`config.mk`:
```
export PLATFORM = sky130hd
export DESIGN_NAME = carryless_multiplier_unit
export DESIGN_NICKNAME = d
export VERILOG_FILES = /design/src/rtl/carryless_multiplier_unit_pkg.sv /design/src/rtl/carryless_multiplier_unit_step.sv /design/src/rtl/carryless_multiplier_unit.sv
export SDC_FILE = /design/constraint.sdc
export NUM_CORES = 1
export LEC_CHECK = 0
export CAP_MARGIN = 0
export CELL_PAD_IN_SITES_DETAIL_PLACEMENT = 0
export CELL_PAD_IN_SITES_GLOBAL_PLACEMENT = 2
export CORE_AREA = 2 2 199 201
export CTS_CLUSTER_SIZE = 16
export DETAILED_ROUTE_END_ITERATION = 8
export DIE_AREA = 0 0 201 203
export PLACE_DENSITY_LB_ADDON = 0.1
export SLEW_MARGIN = 5
export SYNTH_ARGS = -nofsm -noshare
export SYNTH_HDL_FRONTEND = slang
export SYNTH_SLANG_ARGS = --single-unit
```
`constraint.sdc`:
```
create_clock -name clk_i -period 2.3 [get_ports clk_i]
set_input_delay 0.23 -clock clk_i [delete_from_list [all_inputs] [get_ports clk_i]]
set_output_delay 0.23 -clock clk_i [all_outputs]
set_load 0.03 [all_outputs]
```
`src/rtl/carryless_multiplier_unit_pkg.sv`:
```
// Shared types for the carry-less multiplier: operation codes, FSM states and
// raw-opcode decode.
package carryless_pkg;

  typedef enum logic [1:0] {
    CLMUL  = 2'b00,
    CLMULH = 2'b01,
    CLMULR = 2'b10
  } clmul_op_t;

  typedef enum logic [1:0] {
    IDLE    = 2'b00,
    COMPUTE = 2'b01,
    DONE    = 2'b10
  } clmul_fsm_t;

  // The reserved encoding 11 runs as a plain CLMUL.
  function automatic clmul_op_t decode_op(input logic [1:0] raw);
    case (raw)
      2'b01:   decode_op = CLMULH;
      2'b10:   decode_op = CLMULR;
      default: decode_op = CLMUL;
    endcase
  endfunction

endpackage

```
`src/rtl/carryless_multiplier_unit_step.sv`:
```
// One shift-and-XOR step: folds a BITS_PER_CYCLE slice of B into the
// double-width GF(2) accumulator.
module carryless_step #(
  parameter int unsigned DATA_WIDTH     = 32,
  parameter int unsigned BITS_PER_CYCLE = 4
) (
  input  logic [2*DATA_WIDTH-1:0]            acc,
  input  logic [DATA_WIDTH-1:0]              a,
  input  logic [BITS_PER_CYCLE-1:0]          b_slice,
  input  logic [$clog2(2*DATA_WIDTH)-1:0]    base_shift,
  output logic [2*DATA_WIDTH-1:0]            acc_next
);

  localparam int unsigned ACC_W   = 2 * DATA_WIDTH;
  localparam int unsigned SHIFT_W = $clog2(ACC_W);

  always_comb begin
    acc_next = acc;
    for (int j = 0; j < int'(BITS_PER_CYCLE); j++) begin
      if (b_slice[j]) begin
        acc_next = acc_next ^ (ACC_W'(a) << (base_shift + SHIFT_W'(j)));
      end
    end
  end

endmodule

```
`src/rtl/carryless_multiplier_unit.sv`:
```
// Multi-cycle carry-less multiplier with valid/ready on both sides; returns the
// low, high or reversed word of the 2*DATA_WIDTH-bit GF(2) product.
module carryless_multiplier_unit
  import carryless_pkg::*;
#(
  parameter int unsigned DATA_WIDTH     = 32,
  parameter int unsigned BITS_PER_CYCLE = 4
) (
  input  logic                  clk_i,
  input  logic                  rst_n_i,
  input  logic                  valid_i,
  output logic                  ready_o,
  input  logic [DATA_WIDTH-1:0] operand_A_i,
  input  logic [DATA_WIDTH-1:0] operand_B_i,
  input  logic [1:0]            operation_i,
  output logic                  valid_o,
  input  logic                  ready_i,
  output logic [DATA_WIDTH-1:0] result_o
);

  localparam int unsigned ACC_W   = 2 * DATA_WIDTH;
  localparam int unsigned N_STEPS = DATA_WIDTH / BITS_PER_CYCLE;
  localparam int unsigned CNT_W   = (N_STEPS > 1) ? $clog2(N_STEPS) : 1;
  localparam int unsigned SHIFT_W = $clog2(ACC_W);

  if ((DATA_WIDTH % BITS_PER_CYCLE) != 0) begin : g_bad_bpc
    $error("BITS_PER_CYCLE must divide DATA_WIDTH");
  end

  clmul_fsm_t             state_q, state_d;
  clmul_op_t              op_q;
  logic [DATA_WIDTH-1:0]  a_q, b_q, result_q;
  logic [ACC_W-1:0]       acc_q, acc_next;
  logic [CNT_W-1:0]       cnt_q;
  logic [SHIFT_W-1:0]     base_shift;
  logic                   last_step;

  assign last_step  = (cnt_q == CNT_W'(N_STEPS - 1));
  assign base_shift = SHIFT_W'(cnt_q) * SHIFT_W'(BITS_PER_CYCLE);

  carryless_step #(
    .DATA_WIDTH     (DATA_WIDTH),
    .BITS_PER_CYCLE (BITS_PER_CYCLE)
  ) u_step (
    .acc        (acc_q),
    .a          (a_q),
    .b_slice    (b_q[BITS_PER_CYCLE-1:0]),
    .base_shift (base_shift),
    .acc_next   (acc_next)
  );

  // The product's top bit is always zero, so the reversed word is acc[2W-2:W-1].
  function automatic logic [DATA_WIDTH-1:0] select_word(input logic [ACC_W-1:0] acc,
                                                        input clmul_op_t op);
    case (op)
      CLMULH:  return acc[ACC_W-1:DATA_WIDTH];
      CLMULR:  return acc[ACC_W-2:DATA_WIDTH-1];
      default: return acc[DATA_WIDTH-1:0];
    endcase
  endfunction

  always_ff @(posedge clk_i) begin
    if (!rst_n_i) state_q <= IDLE;
    else          state_q <= state_d;
  end

  always_comb begin
    state_d = state_q;
    case (state_q)
      IDLE:    if (valid_i)   state_d = COMPUTE;
      COMPUTE: if (last_step) state_d = DONE;
      DONE:    if (ready_i)   state_d = IDLE;
      default:                state_d = IDLE;
    endcase
  end

  always_comb begin
    ready_o = (state_q == IDLE);
    valid_o = (state_q == DONE);
  end

  assign result_o = result_q;

  // Operand, accumulator, step counter and result registers.
  always_ff @(posedge clk_i) begin
    if (!rst_n_i) begin
      a_q      <= '0;
      b_q      <= '0;
      op_q     <= CLMUL;
      acc_q    <= '0;
      cnt_q    <= '0;
      result_q <= '0;
    end else begin
      case (state_q)
        IDLE: begin
          if (valid_i) begin
            a_q   <= operand_A_i;
            b_q   <= operand_B_i;
            op_q  <= decode_op(operation_i);
            acc_q <= '0;
            cnt_q <= '0;
          end
        end
        COMPUTE: begin
          acc_q <= acc_next;
          b_q   <= b_q >> BITS_PER_CYCLE;
          if (last_step) begin
            cnt_q    <= '0;
            result_q <= select_word(acc_next, op_q);
          end else begin
            cnt_q <= cnt_q + CNT_W'(1);
          end
        end
        default: ;
      endcase
    end
  end

endmodule

```
* Word level (Yosys, flattened, before mapping)
Cells that the tools add are included.
Storage, ports and cells: register bits after elaboration 167, bits in latches 0, bits in writable memories 0, bits in read-only memories 0, input bits 70, output and inout port bits 34, memories kept 0
Cells by class: $add $sub $neg 4, multiply operators 0, div/mod/pow operators 0, magnitude comparators 0, eq/ne operators 10, shift-type cells 4, muxes and demuxes 17, bitwise gates (word level) 4, reductions and logical operators 6
Operators by type and width (number):
- 64-bit two-way mux | 5
- 64-bit XOR | 4
- 32-bit by 6-bit << shifter with 64-bit output | 3
- 32-bit case mux with 2 select lines | 2
- 64-bit case mux with 2 select lines | 1
- 32-bit by 5-bit << shifter with 64-bit output | 1
- 32-bit two-way mux | 1
- 5-bit by 2-bit adder with 6-bit output, second input constant | 2
- 5-bit by 1-bit adder with 6-bit output, second input constant | 1
- 2-bit by 1-bit equality test with 1-bit output, second input constant | 3
- 2-bit equality test, second input constant | 3
- 2-bit two-way mux | 3
- 3-bit two-way mux | 2
- 2-bit case mux with 3 select lines | 1
- 3-bit case mux with 2 select lines | 1
- 2-bit AND reduction | 3
- 2-bit != test, second input constant | 2
- 2-bit case mux with 2 select lines | 1
- 3-bit by 1-bit adder with 3-bit output, second input constant | 1
- 3-bit equality test, second input constant | 1
- 3-bit AND reduction | 1
- 2-bit zero test | 1
- 2-bit by 1-bit != test with 1-bit output, second input constant | 1
- 2-bit nonzero test | 1

* Depth between registers and ports, before layout
depth after elaboration 10, depth in mapped cells 13, gate-level depth less buffers 8

* By module
From an unflattened synthesis, not the netlist that was laid out.
Second synthesis, totals: cells, all modules 2612, area, all modules 21348.0 µm²
By module, submodules not included:
- carryless_step | instances 1, cells each 1824, area each 14178.6 µm², seq. area each 0.0 µm²
- carryless_multiplier_unit | instances 1, cells each 788, area each 7169.4 µm², seq. area each 3343.2 µm²

* Worst setup path after synthesis
Ideal clock, no wire load.
path kind flip-flop to flip-flop, start reg cnt_q[1], end reg result_q[19], in the netlist result_o[19], setup time 0.123 ns, data arrival time 2.280 ns, required time 2.177 ns, setup slack -0.103 ns, stages on the path, launching flop included 10, path buffers 1, clock period less this slack 2.403 ns, cells stage by stage dfxtp_1 > buf_6 > mux2_4 > a22o_1 > a211o_1 > a211oi_1 > o21ai_2 > xnor2_1 > a222oi_1 > o21ai_1
Between the ends: word-level cells in the longest chain between the ends 10, elaborated cells on any way between the ends 18, classes of those cells add/sub: 3; eq/ne: 1; shift: 4; mux: 5; bitwise: 4; reduce/logical: 1
RTL lines:
- start, declared | line carryless_multiplier_unit.sv:34 | logic [CNT_W-1:0] cnt_q;
- start signal, assigned | line carryless_multiplier_unit.sv:111 | cnt_q <= cnt_q + CNT_W'(1);
- branches (longest 10 deep; another with 5-bit by 1-bit adder with 6-bit output)
- end signal, assigned | line carryless_multiplier_unit.sv:109 | result_q <= select_word(acc_next, op_q);
- end, declared | line carryless_multiplier_unit.sv:32 | logic [DATA_WIDTH-1:0] a_q, b_q, result_q;
Parallel ways; which one is timed is not known. A chain may end at the register's enable or synchronous reset.

* Worst setup path after layout
Same ends and word-level chain as after synthesis.

==> flow_summary.json <==
{
  "startpoint_type": "register",
  "muxShareOfSynthArea_pct": 6.41,
  "worstHoldEndpoint": "a_q[3]",
  "violations": "negative setup slack",
  "yosys.area.top_type": "dfxtp_1",
  "drive_gt1_share_pct": 34.3,
  "hold_viol": 0,
  "ff2ff_path_depth": 10,
  "yosys.area_share.simple_pct": 23.0,
  "skew_ns": 0.0124,
  "syn-instance-count": 1530,
  "grt_pass1_vias": 11600,
  "io_buffers": 103,
  "synthXorXnorAreaFrac_pct": 18.1,
  "hold_class": "in -> reg",
  "synthTopCellsByCount": "398 x nand2_1, 166 x dfxtp_1, 147 x xnor2_1",
  "cts_hold_buf": 0,
  "drc_errors": 0,
  "fmax_mhz": 339,
  "synth_edf_count": 0,
  "finalWorstSetupSlack_ns": -0.646,
  "core_area_mm2": 0.0385,
  "relSlewSlack_pct": 46.9,
  "clockBufferDepth": 2,
  "r2r-start": "cnt_q[1]",
  "ys_top_cells_by_area": "dfxtp_1 28%, nand2_1 13%, xnor2_1 11%",
  "grt_first_pass_wirelength_um": 72800,
  "clock_latency_ns": 0.47,
  "finalSetupViolCount": 71,
  "syn-num-nets": 1604,
  "fin_nets": 1898,
  "rows": 72,
  "peakVddDrop_mv": 0.489,
  "cts_tree": "done",
  "critPathMaxFanout": 7,
  "avgSynthCellArea_um2": 7.74,
  "holdPathStages": 2,
  "synth_warnings": 0,
  "slew_viol_final": 0,
  "synth_top_family_by_area": "simple AND/OR/NAND/NOR gates",
  "synth.cell_area_mm2": 0.0118,
  "wl_um": 48800,
  "fin_crit_sh_pct": 128,
  "numCtsBuffers": 17,
  "clock_sinks": 166,
  "worstSetupPathType": "reg -> reg",
  "nFillCells": 3858,
  "synth_compound_area_share_pct": 18.7,
  "min_period_ns": 2.95,
  "yosysSeqAreaShare_pct": 28.1,
  "synth-seq-cells": 166,
  "post-route-util_pct": 46.5,
  "dp_hpwl_um": 35400,
  "syn_to_final_growth_pct": 50.9,
  "fin_total_pwr_mw": 8.19,
  "vias_per_cell": 5.06,
  "antenna_found_initial": 0,
  "drtIter0Drc": 774,
  "synthFlopType": "dfxtp_1",
  "synth.most_common_cell": "nand2_1",
  "rsz0062_at_grt": "yes",
  "synth_fa_ha_area_share_pct": 0.423,
  "cap_viol_max_count": 0,
  "hold-worst-slack_ns": 0.312,
  "grt_usage_pct": 23.7,
  "ios": 104,
  "grt_max_degree": 74,
  "crit_start": "cnt_q[1]",
  "multi_input_area_mm2": 0.00954,
  "placed_cells": 2249,
  "crit_required_ns": 2.63,
  "crit_arrival_ns": 3.28,
  "htreeDepth": 4,
  "grt.overflow.total": 0,
  "synth.distinct_cells": 71,
  "num_vias": 11900,
  "p_leak_nw": 7.17,
  "synth_top_area_share_pct": 28.1,
  "dr.pass1.iters": 5,
  "powerDensity_mw_per_mm2": 458,
  "critPathCaptureType": "register",
  "die_h_um": 203,
  "die_area_mm2": 0.0408,
  "async_flop_share_pct": 0,
  "die_x_um": 201,
  "worst_pin_slew_ns": 0.796,
  "ant_nets": 0,
  "min_from": "rst_n_i",
  "place.gp.congestion": 0.870,
  "num_antenna_cells": 0,
  "instances_no_fill": 2355,
  "avgRoutedWirePerCell_um": 20.7,
  "clk_transition_reported_paths_ns": 0.07,
  "start_util_pct": 30.8,
  "status": "complete, but fails checks",
  "reg2reg_slack_ns": -0.65,
  "cts_root_buf": "clkbuf_16",
  "place_ws_ns": -0.799,
  "r2r_end": "result_o[19]",
  "regArea_mm2": 0.00333
}
## stage by stage
step / setup TNS [ns] / area [um^2]
floorplan: -0.103 / 11900
global placement: -16.30 / 14900
detailed placement: -18.12 / 14900
CTS: -16.63 / 16800
global route: -25.69 / 17900
finish: -18.76 / 17900
## timing repair
action | 4_1_cts | 5_1_grt
buffers inserted | 51 | 30
gates cloned | 0 | 1
pin swaps | 188 | 111
setup endpoints to repair | 79 | 82
resized for setup | 259 | 163
## area by class of cell
cell class / instances / share of cell area, %
multi-input combinational: 1227 / 53.4
timing repair buffer: 404 / 21.1
sequential: 166 / 18.7
tap: 518 / 3.63
clock buffer: 24 / 2.81
clock inverter: 8 / 0.266
inverter: 8 / 0.168
## power breakdown
group	switching (mW)	internal, mW	leakage, nW
combinational	1.24	1.06	5.55
sequential	0.116	2.98	1.35
clock	1.28	1.51	0.268
## per-layer routing
metal  track usage [%]  wire length (um)  up-vias
li1                  -                 -     5792
met3              3.90              2040       51
met1              32.3             22800     5798
met5                 0                 0        -
met4              7.20              1250        0
met2              38.4             22700      266
## worst max-delay path by stage
| stage | endpoint | slack (ns) | cells after the start |
|---|---|---|---|
| CTS | result_o[19] | -0.63 | 9 |
| finish | result_o[19] | -0.65 | 10 |
| global route | result_o[19] | -0.67 | 10 |
| global placement | result_o[19] | -0.78 | 10 |
| floorplan | result_o[19] | -0.05 | 10 |
| detailed placement | result_o[19] | -0.80 | 10 |
## registers in the layout (all words and copies together) (netlist names)
| signal | flops |
|---|---|
| acc_q | 63 |
| a_q | 32 |
| op_q | 2 |
| cnt_q | 3 |
| state_q | 2 |
| result_o | 32 |
| b_q | 32 |
## logic make-up after synthesis
kind of cell	count (synthesis)
AND/OR/NAND/NOR	635
AO/OA/AOI/OAI	312
XOR/XNOR	224
flip-flops	166
buffers and inverters	137
multiplexers	52
adder cells (fa/ha/maj)	4
## layout by cell type (no fill, tap or decap), types with 15 or more instances in the layout
| cell type | instances |
|---|---|
| nand2_1 | 343 |
| a21oi_1 | 33 |
| buf_4 | 225 |
| nand2_4 | 17 |
| o21ai_0 | 38 |
| mux2_4 | 15 |
| nand2_2 | 39 |
| o211a_1 | 31 |
| dfxtp_1 | 163 |
| clkdlybuf4s50_1 | 102 |
| nor2b_1 | 23 |
| xnor2_2 | 68 |
| clkbuf_16 | 18 |
| a21boi_0 | 47 |
| a21boi_1 | 26 |
| buf_12 | 18 |
| buf_6 | 52 |
| xor2_1 | 46 |
| xor2_2 | 18 |
| nor2_1 | 37 |
| nand3_1 | 116 |
| xnor2_1 | 78 |
## worst max-delay path, cell delays in order, from the launching register on
cell and delay (ns):
dfxtp_4 0.40, buf_6 0.11, mux2_4 0.31, a22oi_2 0.31
buf_4 0.17, o211a_1 0.20, o211a_1 0.21, o21ai_4 0.09
xnor2_2 0.16, a222oi_1 0.73, o21ai_1 0.11
(Power assumes the default switching activity.)
